$ cat config.mk
export PLATFORM = sky130hd
export DESIGN_NAME = gt_int_serial_ctrl
export DESIGN_NICKNAME = d
export VERILOG_FILES = /design/src/rtl/gt_int_serial_ctrl.sv
export SDC_FILE = /design/constraint.sdc
export NUM_CORES = 1
export LEC_CHECK = 0
export CAP_MARGIN = 20
export CELL_PAD_IN_SITES_DETAIL_PLACEMENT = 1
export CELL_PAD_IN_SITES_GLOBAL_PLACEMENT = 1
export CORE_ASPECT_RATIO = 1.75
export CORE_MARGIN = 3
export CORE_UTILIZATION = 42
export CTS_CLUSTER_SIZE = 40
export DETAILED_ROUTE_END_ITERATION = 8
export GPL_ROUTABILITY_DRIVEN = 1
export PLACE_DENSITY_LB_ADDON = 0.1
export SETUP_SLACK_MARGIN = 0.4
export SYNTH_ARGS = -nofsm -noshare
export SYNTH_HDL_FRONTEND = slang
export SYNTH_SLANG_ARGS = --single-unit
$ cat constraint.sdc
create_clock -name clk -period 3.22 [get_ports clk]
set_clock_uncertainty 0.2 [all_clocks]
set_input_delay 0.322 -clock clk [delete_from_list [all_inputs] [get_ports clk]]
set_output_delay 0.322 -clock clk [all_outputs]
set_load 0.005 [all_outputs]
$ cat src/rtl/gt_int_serial_ctrl.sv
// gt_int_serial_ctrl: bit-serial A > B sequencer, DIGIT bits per SHIFT cycle, signed or unsigned.
// Defining GT_INT_SERIAL_EQ_EN adds an out_eq equality result alongside out_y.
module gt_int_serial_ctrl #(
    parameter int WIDTH = 32,
    parameter int DIGIT = 4
) (
    input  logic             clk,
    input  logic             rst_n,
    input  logic             in_valid,
    output logic             in_ready,
    input  logic [WIDTH-1:0] in_a,
    input  logic [WIDTH-1:0] in_b,
    input  logic             in_signed,
    output logic             out_valid,
    input  logic             out_ready,
    output logic             out_y,
`ifdef GT_INT_SERIAL_EQ_EN
    output logic             out_eq,
`endif
    output logic             busy
);
    localparam int N  = WIDTH / DIGIT;
    localparam int CW = (N > 1) ? $clog2(N) : 1;
    typedef enum logic [1:0] {IDLE, SHIFT, DONE} state_t;
    state_t state, state_n;
    logic [WIDTH-1:0] a_q, b_q;
    logic [CW-1:0] cnt;
    logic sgn_q, a_msb, b_msb, gt, gt_n, y_q, last;
`ifdef GT_INT_SERIAL_EQ_EN
    logic eq, eq_n, eq_q;
    assign out_eq = eq_q;
`endif
    assign last = cnt == CW'(N - 1);
    assign in_ready = state == IDLE;
    assign busy = state != IDLE;
    assign out_valid = state == DONE;
    assign out_y = y_q;
    always_ff @(posedge clk or negedge rst_n) begin
        if (!rst_n)
            state <= IDLE;
        else
            state <= state_n;
    end
    always_comb begin
        state_n = state;
        if (state == IDLE && in_valid)
            state_n = SHIFT;
        else if (state == SHIFT && last)
            state_n = DONE;
        else if (state == DONE && out_ready)
            state_n = IDLE;
    end
    // Operands shift right so the current digit always sits in the low DIGIT bits
    always_comb begin
        gt_n = gt;
`ifdef GT_INT_SERIAL_EQ_EN
        eq_n = eq;
`endif
        for (int i = 0; i < DIGIT; i++) begin
            gt_n = (a_q[i] & ~b_q[i]) | (~(a_q[i] ^ b_q[i]) & gt_n);
`ifdef GT_INT_SERIAL_EQ_EN
            eq_n = eq_n & ~(a_q[i] ^ b_q[i]);
`endif
        end
    end
    always_ff @(posedge clk or negedge rst_n) begin
        if (!rst_n) begin
            a_q <= '0;
            b_q <= '0;
            sgn_q <= 1'b0;
            a_msb <= 1'b0;
            b_msb <= 1'b0;
            gt <= 1'b0;
            cnt <= '0;
            y_q <= 1'b0;
`ifdef GT_INT_SERIAL_EQ_EN
            eq <= 1'b0;
            eq_q <= 1'b0;
`endif
        end else if (state == IDLE) begin
            if (in_valid) begin
                a_q <= in_a;
                b_q <= in_b;
                sgn_q <= in_signed;
                a_msb <= in_a[WIDTH-1];
                b_msb <= in_b[WIDTH-1];
                gt <= 1'b0;
                cnt <= '0;
`ifdef GT_INT_SERIAL_EQ_EN
                eq <= 1'b1;
`endif
            end
        end else if (state == SHIFT) begin
            a_q <= a_q >> DIGIT;
            b_q <= b_q >> DIGIT;
            gt <= gt_n;
            cnt <= cnt + 1'b1;
`ifdef GT_INT_SERIAL_EQ_EN
            eq <= eq_n;
`endif
            if (last) begin
                // Differing signs decide a signed compare outright: the non-negative side wins
                y_q <= (sgn_q && a_msb != b_msb) ? b_msb : gt_n;
`ifdef GT_INT_SERIAL_EQ_EN
                eq_q <= eq_n;
`endif
            end
        end
    end
endmodule

-- Word level (Yosys, flattened, before mapping)
Index checks and enable logic that the tools add are counted.
- flip-flop bits (word level): 74
- input bits: 69
- logic and storage cells: 67
- add/sub/neg operators: 1
- equal/unequal tests: 5
- multiplexer cells: 16
- bitwise operators: 25
- reductions and logical operators: 11
- operators with widths (kind ; number):
    $mux 32 ; 6
    $mux 3 ; 3
    $not 1->1 ; 9
    $and 1x1->1 ; 8
    $mux 2 ; 3
    $logic_and 1x1->1 ; 4
    $mux 1 ; 4
    $or 1x1->1 ; 4
    $reduce_and 2->1 ; 2
    $reduce_bool 2->1 ; 2
    $xor 1x1->1 ; 4
    $add 3x1->3 const B ; 1
    $eq 3x3->1 const B ; 1
    $reduce_and 3->1 ; 1
    $reduce_bool 3->1 ; 1
    $eq 2x1->1 const B ; 1
    $eq 2x2->1 const B ; 1
    $logic_not 2->1 ; 1
    $ne 2x2->1 const B ; 1
    $ne 1x1->1 ; 1

-- Depth between registers and ports, before layout
Gate-level depths: netlist of the first run.
- depth after elaboration: 12
- depth in mapped cells: 6

-- Worst setup path before layout of the first run
Ideal clock, no wire load.
- kind: register to register
- start: reg a_q[0]
- end: reg gt
- arrival time: 1.336 ns
- required time: 2.899 ns
- slack: 1.563 ns
- stages on the path, launching flop included: 6
- path buffers: 0
- clock period less this slack: 1.657 ns
- cell sequence: dfrtp_1 > ha_1 > a211oi_1 > o21bai_1 > a21o_1 > a22o_1
- cells in the longest elaborated chain, start to end: 12
- RTL lines (element ; line ; RTL):
    start, declared ; 26 ; logic [WIDTH-1:0] a_q, b_q;
    start signal, assigned ; 82 ; a_q <= in_a;
    start signal, assigned ; 94 ; a_q <= a_q >> DIGIT;
    $xor 1x1->1 ; 60 ; gt_n = (a_q[i] & ~b_q[i]) | (~(a_q[i] ^ b_q[i]) & gt_n);
    $not 1->1 ; 60 ;
    $and 1x1->1 ; 60 ;
    $or 1x1->1 * ; 60 ;
    $and 1x1->1 * ; 60 ;
    $or 1x1->1 * ; 60 ;
    $and 1x1->1 * ; 60 ;
    $or 1x1->1 * ; 60 ;
    $and 1x1->1 * ; 60 ;
    $or 1x1->1 * ; 60 ;
    $mux 1 * ; 93 ; end else if (state == SHIFT) begin
    $mux 1 * ; 80 ; end else if (state == IDLE) begin
    end signal, assigned ; 96 ; gt <= gt_n;
    end, declared ; 28 ; logic sgn_q, a_msb, b_msb, gt, gt_n, y_q, last;
Every way passes the cells marked *; elsewhere a longest branch is shown, timed or not. The select of a mux whose other input is x is not followed.
A chain may end at the register's enable or synchronous reset.

-- Worst setup path after layout of the first run
- start: reg state[1]
- end: out out_valid
- cells in the longest elaborated chain, start to end: 1
- RTL lines (element ; line ; RTL):
    start, declared ; 25 ; state_t state, state_n;
    start signal, assigned ; 42 ; state <= state_n;
    $eq 2x2->1 ; 36 ; assign out_valid = state == DONE;
    end, declared ; 14 ; output logic out_valid,
Every way passes these cells.

==> results.sh, run 1 <==
export IMPL_timing_critical_path_from_type="flip-flop"
export IMPL_drt_pass1_iter_count=4
export IMPL_hold_path_endpoint="a_q[21]"
export IMPL_ant_nets=0
export IMPL_pwr_density_cell_mw_per_mm2=738.1
export IMPL_grt_ovfl_total=0
export IMPL_postSynth_topFlopCell="dfrtp_1"
export IMPL_final_min_period_over_clock_period_pct=70.65
export IMPL_holdCritPathClass="flip-flop to flip-flop"
export IMPL_hold_depth=2
export IMPL_die_y_extent_microns=126.9
export IMPL_grt_most_used_layer="met2"
export IMPL_globalRouteMet1Util_pct=20.87
export IMPL_die_width_microns=75.08
export IMPL_synthesis_area_sq_mm=0.003507
export IMPL_cp_end_kind="primary output"
export IMPL_cp_slowest_stage_delay_ns=0.64
export IMPL_root_buffer="clkbuf_16"
export IMPL_worst_endpoint_required_ns=2.70
export IMPL_slew_limit_headroom_pct=35.71
export IMPL_clk_transition_reported_paths_ns=0.06
export IMPL_syn2layout_area_growth_pct=30.08
export IMPL_r2r_end="b_q[0]"
export IMPL_wire_per_inst_microns=16.64
export IMPL_grt_pass1_vias=2801
export IMPL_detailedPlacementHpwl_microns=5674
export IMPL_most_common_layout_cells="dfrtp_1, clkdlybuf4s50_1, o21ai_1"
export IMPL_cts_setup_buffers=0
export IMPL_drive_above_1_share_pct=6.373
export IMPL_wire_length_of_the_first_global_routing_pass_microns=13380
export IMPL_synth_area_per_cell_sq_um=10.38
export IMPL_ctsLongestPathBuffers=2
export IMPL_hp_start="a_q[21]"
export IMPL_mappedNetlistNets=413
export IMPL_routability_congestion_estimate=0.6966
export IMPL_floorplan_die_area_sq_mm=0.009526
export IMPL_critical_path_cell_by_cell="inv_2 -> nor2_1 -> clkdlybuf4s50_1"
export IMPL_hold_worst_slack_ns=0.2814
export IMPL_worst_skew_pair_late_latency_ns=0.33
export IMPL_worstReg2RegStart="state[0]"
export IMPL_vias_per_cell=5.337
export IMPL_first_iter_violations=90
export IMPL_clock_sink_total=74
export IMPL_grtUsageMet2_pct=32.84
export IMPL_antennaDiodeCount=0
export IMPL_critical_path_source="state[1]"
export IMPL_max_vdd_ir_drop_v=0.0003990
export IMPL_hold_violations=0
export IMPL_hold_buffers=1
export IMPL_maxSlewViolCount=0
export IMPL_synth_enable_flop_cells=0
export IMPL_grt_util_all_layers_pct=18.78
export IMPL_initial_core_util_pct=43.75
export IMPL_core_sq_mm=0.008016
export IMPL_post_route_util_pct=56.91
export IMPL_total_leakage_power_nw=1.779
export IMPL_nNetsFinal=478
export IMPL_io_pin_count=73
export IMPL_regToRegSetupSlack_ns=1.00
export IMPL_yosysWarningCount=0
export IMPL_fillers=882
export IMPL_worst_slew_pin_transition_ns=0.9644
export IMPL_layout_setup_ws_ns=0.9449
export IMPL_timing_critical_path_slowest_stage_cell="dfrtp_1"
export IMPL_async_flop_share_pct=100.0
export IMPL_tritoncts_clock_tree="yes"
export IMPL_fin_crit_ns=2.275
export IMPL_timing_critical_path_fanout_max=13
export IMPL_run_status="completed"
export IMPL_route_vias_total=2658
export IMPL_synth_seq_area_share_pct=52.80
export IMPL_drc=0
export IMPL_grt_antenna_before_repair=0
export IMPL_yosys_register_bits=74
export IMPL_maxcap_violations=0
export IMPL_kind_of_critical_path="flip-flop to primary output"
export IMPL_tritoncts_num_buffers=9
export IMPL_max_freq_ghz=0.4395
export IMPL_cp_data_arrival_time_ns=1.75
export IMPL_final_setup_violations=0
export IMPL_post_synth_num_cell_types=31
export IMPL_pre_cts_ws_ns=0.8920
export IMPL_rsz0062_at_grt="no"
export IMPL_clock_tree_htree_level_count=3
export IMPL_groute_layer_met3_usage_pct=4.837
export IMPL_placement_io_buffers=72
export IMPL_pin_count_of_the_biggest_net_entering_global_routing=105
export IMPL_fin_tns_setup_ns=0
export IMPL_post_cts_resize_count=0
export IMPL_rr_worst_depth=4
export IMPL_route_final_wire_length_microns=8286
export IMPL_netlist_instances=338
export IMPL_row_cnt=43
export IMPL_leading_cell_type_in_the_layout_fill_and_taps_excluded="dfrtp_1"
how the worst max path moves through the flow:
| stage | endpoint | cells after the start |
|---|---|---|
| 3_3_place_gp | cnt[0] | 4 |
| 6_report | out_valid | 3 |
| 3_5_place_dp | cnt[0] | 4 |
| 5_1_grt | out_valid | 3 |
| 4_1_cts | out_valid | 3 |
| 2_1_floorplan | gt | 5 |
cells by family after synthesis:
kind of cell | Yosys count | share of synthesized area (%)
AO/OA/AOI/OAI | 88 | 13.56
adder cells (fa/ha/maj) | 6 | 2.141
buffers and inverters | 29 | 4.567
flip-flops | 74 | 52.80
multiplexers | 59 | 16.95
AND/OR/NAND/NOR | 82 | 9.989
registers in the layout, indices dropped and copies added, names as in the netlist:
name	count
a_msb	1
a_q	32
b_msb	1
b_q	32
cnt	3
gt	1
out_y	1
sgn_q	1
state	2
metrics by stage:
| stage | power (mW) | instances | cell area (sq um) |
|---|---|---|---|
| after floorplan | 2.059 | 338 | 3507 |
| after global placement | 2.314 | 481 | 4247 |
| after detailed placement | 2.378 | 481 | 4247 |
| after CTS | 3.423 | 498 | 4562 |
| after global routing | 3.619 | 498 | 4562 |
| final | 3.367 | 498 | 4562 |
area by class of cell:
cell class	instances	area [sq um]	area share [%]
multi-input cells	235	1503	32.94
well taps	90	112.6	2.468
clock buffers	11	252.7	5.540
flip-flops and latches	74	1852	40.59
clock inverters	5	52.55	1.152
inverters	7	26.28	0.5760
repair buffers	76	763.2	16.73
report_power, final:
part           switching [mW]  total (mW)  internal (mW)
Combinational           0.458       0.876          0.418
Sequential              0.218        1.48           1.26
Clock                   0.378        1.02          0.637
cell usage after synthesis (5+ instances only):
cell / number / area, sq um
ha_1: 6 / 75.07
nand2_1: 67 / 251.5
clkbuf_1: 6 / 22.52
mux2i_1: 56 / 560.5
buf_4: 5 / 37.54
a21oi_1: 8 / 40.04
nor2b_1: 9 / 56.30
inv_1: 5 / 18.77
dfrtp_1: 74 / 1852
o21ai_1: 68 / 340.3
buf_2: 8 / 40.04
worst max-delay path: cells and delay by family (launching register included):
family	cells	cell delay, ns
and+or+nand+nor	1	0.13
buffers and inverters	2	0.64
DFF	1	0.64
layer usage:
metal | part of all wire [%] | wire [microns]
met3 | 4.1 | 339
met5 | 0 | 0
met1 | 40 | 3322
met4 | 2.2 | 184
met2 | 54 | 4439
Note: power is estimated with default switching activity, not from simulation.
==> run 2, diff against run 1 <==
- CORE_UTILIZATION: 42 -> 39
- clock period: 3.22 -> 2.26 ns (I/O delays scaled with it)
==> run 2 against run 1 <==
Against the previous run: setup slack got worse by 0.48 ns; sequential cell count did not move; clock power rose by 54%; routed wire length rose by 9.8%; count of clock-buffer cells in the layout rose by 1; sequential power rose by 42%; non-clock buffer count rose by 14.
==> results.sh, run 2 (synthesis results as in run 1) <==
export IMPL_run_status="completed"
export IMPL_rsz0062_at_grt="no"
export IMPL_route_final_wire_length_microns=9096
export IMPL_fillers=948
export IMPL_final_min_period_over_clock_period_pct=79.41
export IMPL_ctsLongestPathBuffers=2
export IMPL_tritoncts_clock_tree="yes"
export IMPL_drc=0
export IMPL_timing_critical_path_from_type="flip-flop"
export IMPL_clock_tree_htree_level_count=3
export IMPL_maxSlewViolCount=0
export IMPL_maxcap_violations=0
export IMPL_grt_pass1_vias=2890
export IMPL_leading_cell_type_in_the_layout_fill_and_taps_excluded="dfrtp_1"
export IMPL_sequential_cell_area_sq_mm=0.001853
export IMPL_die_width_microns=77.69
export IMPL_most_common_layout_cells="dfrtp_1, o21ai_1, clkdlybuf4s50_1"
export IMPL_grt_ovfl_total=0
export IMPL_fin_tns_setup_ns=0
export IMPL_worst_skew_pair_late_latency_ns=0.34
export IMPL_dp_cells=516
export IMPL_grt_antenna_before_repair=0
export IMPL_routability_congestion_estimate=0.7255
export IMPL_die_y_extent_microns=131.4
export IMPL_slew_limit_headroom_pct=66.25
export IMPL_pin_count_of_the_biggest_net_entering_global_routing=68
export IMPL_ant_nets=0
export IMPL_holdCritPathClass="input port to asynchronous set/reset pin"
export IMPL_area_of_the_multi_input_gates_sq_mm=0.001540
export IMPL_drive_above_1_share_pct=11.85
export IMPL_route_vias_total=2682
export IMPL_cp_end_kind="primary output"
export IMPL_vias_per_cell=4.976
export IMPL_tritoncts_num_buffers=9
export IMPL_hold_worst_slack_ns=0.2049
export IMPL_instances_no_fill=539
export IMPL_floorplan_die_area_sq_mm=0.01021
export IMPL_row_cnt=45
export IMPL_wire_length_of_the_first_global_routing_pass_microns=14970
export IMPL_worst_endpoint_required_ns=1.83
export IMPL_total_leakage_power_nw=1.901
export IMPL_placement_io_buffers=72
export IMPL_initial_core_util_pct=40.19
export IMPL_fin_crit_ns=1.795
export IMPL_kind_of_critical_path="flip-flop to primary output"
export IMPL_detailedPlacementHpwl_microns=6244
export IMPL_antennaDiodeCount=0
export IMPL_timing_critical_path_fanout_max=3
export IMPL_core_sq_mm=0.008727
export IMPL_clock_sink_total=74
export IMPL_drt_pass1_iter_count=4
export IMPL_max_freq_ghz=0.5572
export IMPL_max_vdd_ir_drop_v=0.0005042
export IMPL_largest_regs="a_q (32), b_q (32), cnt (3)"
export IMPL_final_setup_violations=0
export IMPL_nNetsFinal=492
export IMPL_hold_violations=0
export IMPL_root_buffer="clkbuf_16"
export IMPL_grt_util_all_layers_pct=19.15
export IMPL_io_pin_count=73
export IMPL_cp_data_arrival_time_ns=1.37
export IMPL_clk_transition_reported_paths_ns=0.06
export IMPL_first_iter_violations=129
export IMPL_syn2layout_area_growth_pct=38.17
export IMPL_worst_slew_pin_transition_ns=0.5063
export IMPL_wire_per_inst_microns=16.88
export IMPL_pwr_density_cell_mw_per_mm2=1048
## run 2: changes by cell type in the layout (fill, tap and decap cells not counted), sizes merged, moves of 2 or more
cell	delta
buf	+13
clkbuf	+2
clkdlybuf4s50	-3
dlygate4sd2	+3
## run 2: critical path: stages (launching register included)
cell and delay (ns):
dfrtp_1 0.39, buf_4 0.15, nor2_4 0.19, inv_2 0.04, dlygate4sd2_1 0.26
## run 2: final timing paths
path	end	cells after the start	slack, ns	start
hold reg to reg	b_q[9]	2	0.28	b_q[9]
min in group clk	state[1]	2	0.25	out_ready
max in group asynchronous	state[1]	3	1.07	rst_n
hold / removal	a_q[1]	2	0.20	rst_n
setup reg to reg	a_q[0]	6	0.48	state[0]
setup / recovery	busy	4	0.47	state[0]
## run 2: layer usage
| metal | part of all wire [%] | wire, microns | vias up | track usage (%) |
|---|---|---|---|---|
| li1 | - | - | 1325 | - |
| met1 | 39 | 3506 | 1288 | 21.41 |
| met2 | 56 | 5050 | 56 | 34.35 |
| met3 | 3.6 | 327 | 13 | 3.018 |
| met4 | 2.3 | 211 | 0 | 9.505 |
| met5 | 0 | 0 | - | 0 |
## run 2: repair_timing
action | in CTS | in global routing
endpoints found under the setup margin | 3 | 45
setup buffers | 5 | 0
hold buffers | 1 | 0
pin swaps | 1 | 0
cloned | 0 | 1
hold endpoints to repair | 36 | 0
resized for setup | 5 | 16
## run 2: power breakdown
| group | internal (mW) | leakage, nW | switching [mW] |
|---|---|---|---|
| logic | 0.691 | 0.743 | 0.723 |
| registers | 1.79 | 0.995 | 0.302 |
| clock network | 1.03 | 0.163 | 0.540 |
## run 2: layout make-up
class	count	share of cell area, %
Multi-Input combinational cell	235	31.78
Sequential cell	74	38.24
Clock inverter	4	1.523
Clock buffer	12	5.293
Tap cell	117	3.021
Inverter	7	0.5422
Timing Repair Buffer	90	19.60
## run 2: through the flow
step,power (mW),cell area [sq um],worst slack [ns],utilization (%)
floorplan,2.934,3507,0.6033,-
global placement,3.354,4378,0.2865,50.16
detailed placement,3.447,4378,0.1595,50.16
CTS,5.096,4757,0.3595,54.51
global route,5.441,4846,0.4040,55.53
finish,5.077,4846,0.4654,55.53
==> RTL edit 1, RTL diff (settings of run 1) <==
Set the parameter `DIGIT` to 8 (it was 4).
--- a/src/rtl/gt_int_serial_ctrl.sv
+++ b/src/rtl/gt_int_serial_ctrl.sv
@@ -2,7 +2,7 @@
 // Defining GT_INT_SERIAL_EQ_EN adds an out_eq equality result alongside out_y.
 module gt_int_serial_ctrl #(
     parameter int WIDTH = 32,
-    parameter int DIGIT = 4
+    parameter int DIGIT = 8
 ) (
     input  logic             clk,
     input  logic             rst_n,
Check against the original RTL: not equivalent (a bounded check fails within 10 cycles, from zero or initial values and one cycle with rst_n low).
==> RTL edit 1 against run 1 <==
Worst setup slack lost 0.14 ns; first-iteration DRC count grew 63%; count of clock-buffer cells in the layout shrank 1; utilization shrank 0.071 points; power grew 9.5%; non-clock buffer count shrank 1; routed wire length shrank 1.3%; sequential cell count shrank 1; design area shrank 0.80%; via count shrank 3.6%; synthesized area shrank 1.4%; critical endpoint is now in_ready; largest cell class unchanged.
==> RTL edit 1: results (changes against run 1) <==
INFO  status         status=finished clean
INFO  global_route   grt_pass1_wl=13000um [-2.6%]
INFO  critical_path  path_max_fanout=22 [+9]
INFO  finish         largestRegisters=a_q x32, b_q x32
INFO  route          drt_first_iter_violations=147 [+63%]
INFO  place          placedInstanceArea=4170um2 [-1.8%]
INFO  power          vdd_drop_max=0.420mV [+5.2%]
INFO  critical_path  setup.reg_to_reg.worst_slack=1.08ns [+0.08 ns]
INFO  yosys          yosys-top-cells-area=dfrtp_1 (53%), mux2i_1 (14%), nand2_1 (10%)
INFO  critical_path  critPathLaunch=state[0]$_DFFE_PN0P_
INFO  power          cellInternalPower=2.52mW [+8.7%]
INFO  global_route   groute.usage.overall=0.186 [-0.00154]
INFO  critical_path  worst_path_max_delay_cell=clkdlybuf4s50_1
INFO  global_route   grt_max_degree=102 [-2.9%]
INFO  worst_hold_path whs_endpoint=b_q[31]$_DFFE_PN0P_
INFO  power          clockPowerShare=0.311 [+0.009]
INFO  route          routedLengthMet1=3320um [-0.18%]
INFO  power          power.static_leakage=1.95nW [+9.4%]
INFO  critical_path  worstSetupEndpoint=in_ready
INFO  place          dpl.hpwl=5720um [+0.82%]
INFO  critical_path  critPathTopFamily=buffers and inverters
INFO  critical_path  crit-reg2reg-capture=a_msb$_DFFE_PN0P_
INFO  route          met3RoutedLength=203um [-40%]
INFO  timing         tightest_slew_margin_relative_to_the_limit=0.379 [+0.0218]
INFO  yosys          synth_sequential_area_ratio=0.528 [about the same]
INFO  yosys          synth.mux.area_fraction=0.139 [-0.0306]
INFO  global_route   grt_use_met2=0.327 [-0.00177]
INFO  finish         layout-drive-gt1-share=0.0558 [-0.00790]
INFO  route          postRouteWirelength=8180um [-1.3%]
INFO  yosys          synth-compound-area-share=0.105 [-0.0307]
INFO  global_route   gr-usage-met3=0.0383 [-0.0100]
INFO  worst_hold_path hold_path_startpoint=b_q[31]$_DFFE_PN0P_
INFO  critical_path  worst_ep_arrival_time=1.89ns [+0.14 ns]
INFO  place          gp_congestion=0.787 [+13%]
INFO  route          route.detailed.vias_per_inst=5.10 [-4.4%]
-- RTL edit 1: logic make-up (layout without fill, tap and decap cells) --
kind of cell             count (synthesis)  in the layout
AO/OA/AOI/OAI                           66             66
adder cells (fa/ha/maj)                  9              9
buffers and inverters                   32            102
flip-flops                              73             73
multiplexers                            48             48
AND/OR/NAND/NOR                        114            114
-- RTL edit 1: area by class of cell --
cell class                 count  area, um2
tap                           90        113
multi-input combinational    237       1430
sequential                    73       1830
timing repair buffer          75        768
inverter                      11       41.3
clock inverter                 6        105
fill                         882       3440
clock buffer                  10        239
-- RTL edit 1: per-stage QoR --
step / power (mW) / instances / setup slack, ns / util
floorplan: 2.21 / 342 / 1.46 / -
detailed placement: 2.57 / 485 / 1.03 / 0.524
global route: 3.97 / 502 / 0.714 / 0.568
finish: 3.69 / 502 / 0.803 / 0.568
global placement: 2.49 / 485 / 1.14 / 0.524
CTS: 3.74 / 502 / 0.783 / 0.568
==> RTL edit 2, RTL diff (config.mk and constraints of run 1) <==
Made on the original files. Make the reset (`rst_n`) synchronous in 2 clocked blocks.
--- a/src/rtl/gt_int_serial_ctrl.sv
+++ b/src/rtl/gt_int_serial_ctrl.sv
@@ -35,7 +35,7 @@
     assign busy = state != IDLE;
     assign out_valid = state == DONE;
     assign out_y = y_q;
-    always_ff @(posedge clk or negedge rst_n) begin
+    always_ff @(posedge clk) begin
         if (!rst_n)
             state <= IDLE;
         else
@@ -63,7 +63,7 @@
 `endif
         end
     end
-    always_ff @(posedge clk or negedge rst_n) begin
+    always_ff @(posedge clk) begin
         if (!rst_n) begin
             a_q <= '0;
             b_q <= '0;
Check against the original RTL: differs if rst_n is asserted again (counterexample within 4 cycles, from zero or initial values and one cycle with rst_n low); with rst_n held inactive, the same outputs for 10 cycles.
==> RTL edit 2 against run 1 <==
Routed wire length up 17%; utilization down 1.2 points; register-to-register slack better by 0.21 ns; sequential cell count unchanged; design area up 1.4%; synthesized area up 2.6%; maximum frequency down 2.8%; worst setup slack worse by 0.066 ns; critical path depth down 1; critical endpoint unchanged; hold slack worse by 0.086 ns; count of clock-buffer cells in the layout down 1.
Power is not compared: it rests on default switching activity, and its combinational part moved more than twofold at a synthesized area within 25%.
==> RTL edit 2: results (changes against run 1) <==
INFO  critical_path  crit-reg2reg-launch=state[1]$_SDFFE_PP0P_
INFO  route          route.detailed.vias_per_inst=5.45 [+2.1%]
INFO  place          dpl.hpwl=6710um [+18%]
INFO  global_route   groute.usage.overall=0.207 [+0.0191]
INFO  timing         worst_pin_slew=0.671ns [-0.294 ns]
INFO  finish         final_cell_count_no_fill=594 [+19%]
INFO  yosys          ys_async_sr_fraction=0 [-1.00]
INFO  finish         design.final.nets=550 [+15%]
INFO  finish         layout-drive-gt1-share=0.0668 [+0.00308]
INFO  finish         nNonClkBuffers=81 [+6.6%]
INFO  place          pre_cts_ws=0.913ns [+0.0210 ns]
INFO  status         status=finished clean
INFO  global_route   grt_max_degree=60 [-43%]
INFO  route          postRouteWirelength=9700um [+17%]
INFO  finish         clockNetworkAreaShare=0.0738 [+0.00690]
INFO  yosys          synth-adder-area-share=0.0209 [-0.000536]
INFO  yosys          netlist_top_cells_count=dfxtp_1 (74), nand2_1 (67), nand3_1 (56)
INFO  worst_hold_path hold_path_startpoint=rst_n
INFO  place          placedInstanceArea=4290um2 [+0.91%]
INFO  finish         total_of_fill_cells_in_the_finished_design=973 [+10%]
INFO  yosys          mappedNetlistNets=499 [+21%]
INFO  yosys          yosys-top-cells-area=dfxtp_1 (41%), o211a_1 (15%), nand3_1 (7.8%)
INFO  yosys          synth.lib_cells_used.distinct=27 [-13%]
INFO  critical_path  worst_ep_arrival_time=1.82ns [+0.07 ns]
INFO  finish         multi_input_gate_area=1850um2 [+23%]
INFO  critical_path  path_max_fanout=28 [+15]
## RTL edit 2: layer usage
layer / vias up / GRT usage / share of wire
met5: - / 0 / 0
met3: 13 / 0.0315 / 0.026
met4: 0 / 0.0896 / 0.019
met1: 1568 / 0.206 / 0.39
met2: 48 / 0.418 / 0.56
li1: 1609 / - / -
## RTL edit 2: path summary, 6_finish.rpt
check | slack, ns | cells after the start | to
max | 0.88 | 2 | out_valid
max reg2reg | 1.21 | 4 | b_q[1]$_SDFFE_PN0P_
min | 0.20 | 2 | b_q[11]$_SDFFE_PN0P_
min reg2reg | 0.26 | 2 | gt$_SDFFE_PN0P_
## RTL edit 2: where the power goes
part	internal (mW)	total, mW	switching (mW)
combinational	0.190	0.364	0.174
sequential	0.990	1.03	0.0446
clock	0.772	1.15	0.375
## RTL edit 2: worst max-delay path, stage by stage, from the launching register on
cell,delay (ns)
dfxtp_2,0.76
nor2b_1,0.20
clkdlybuf4s50_1,0.52
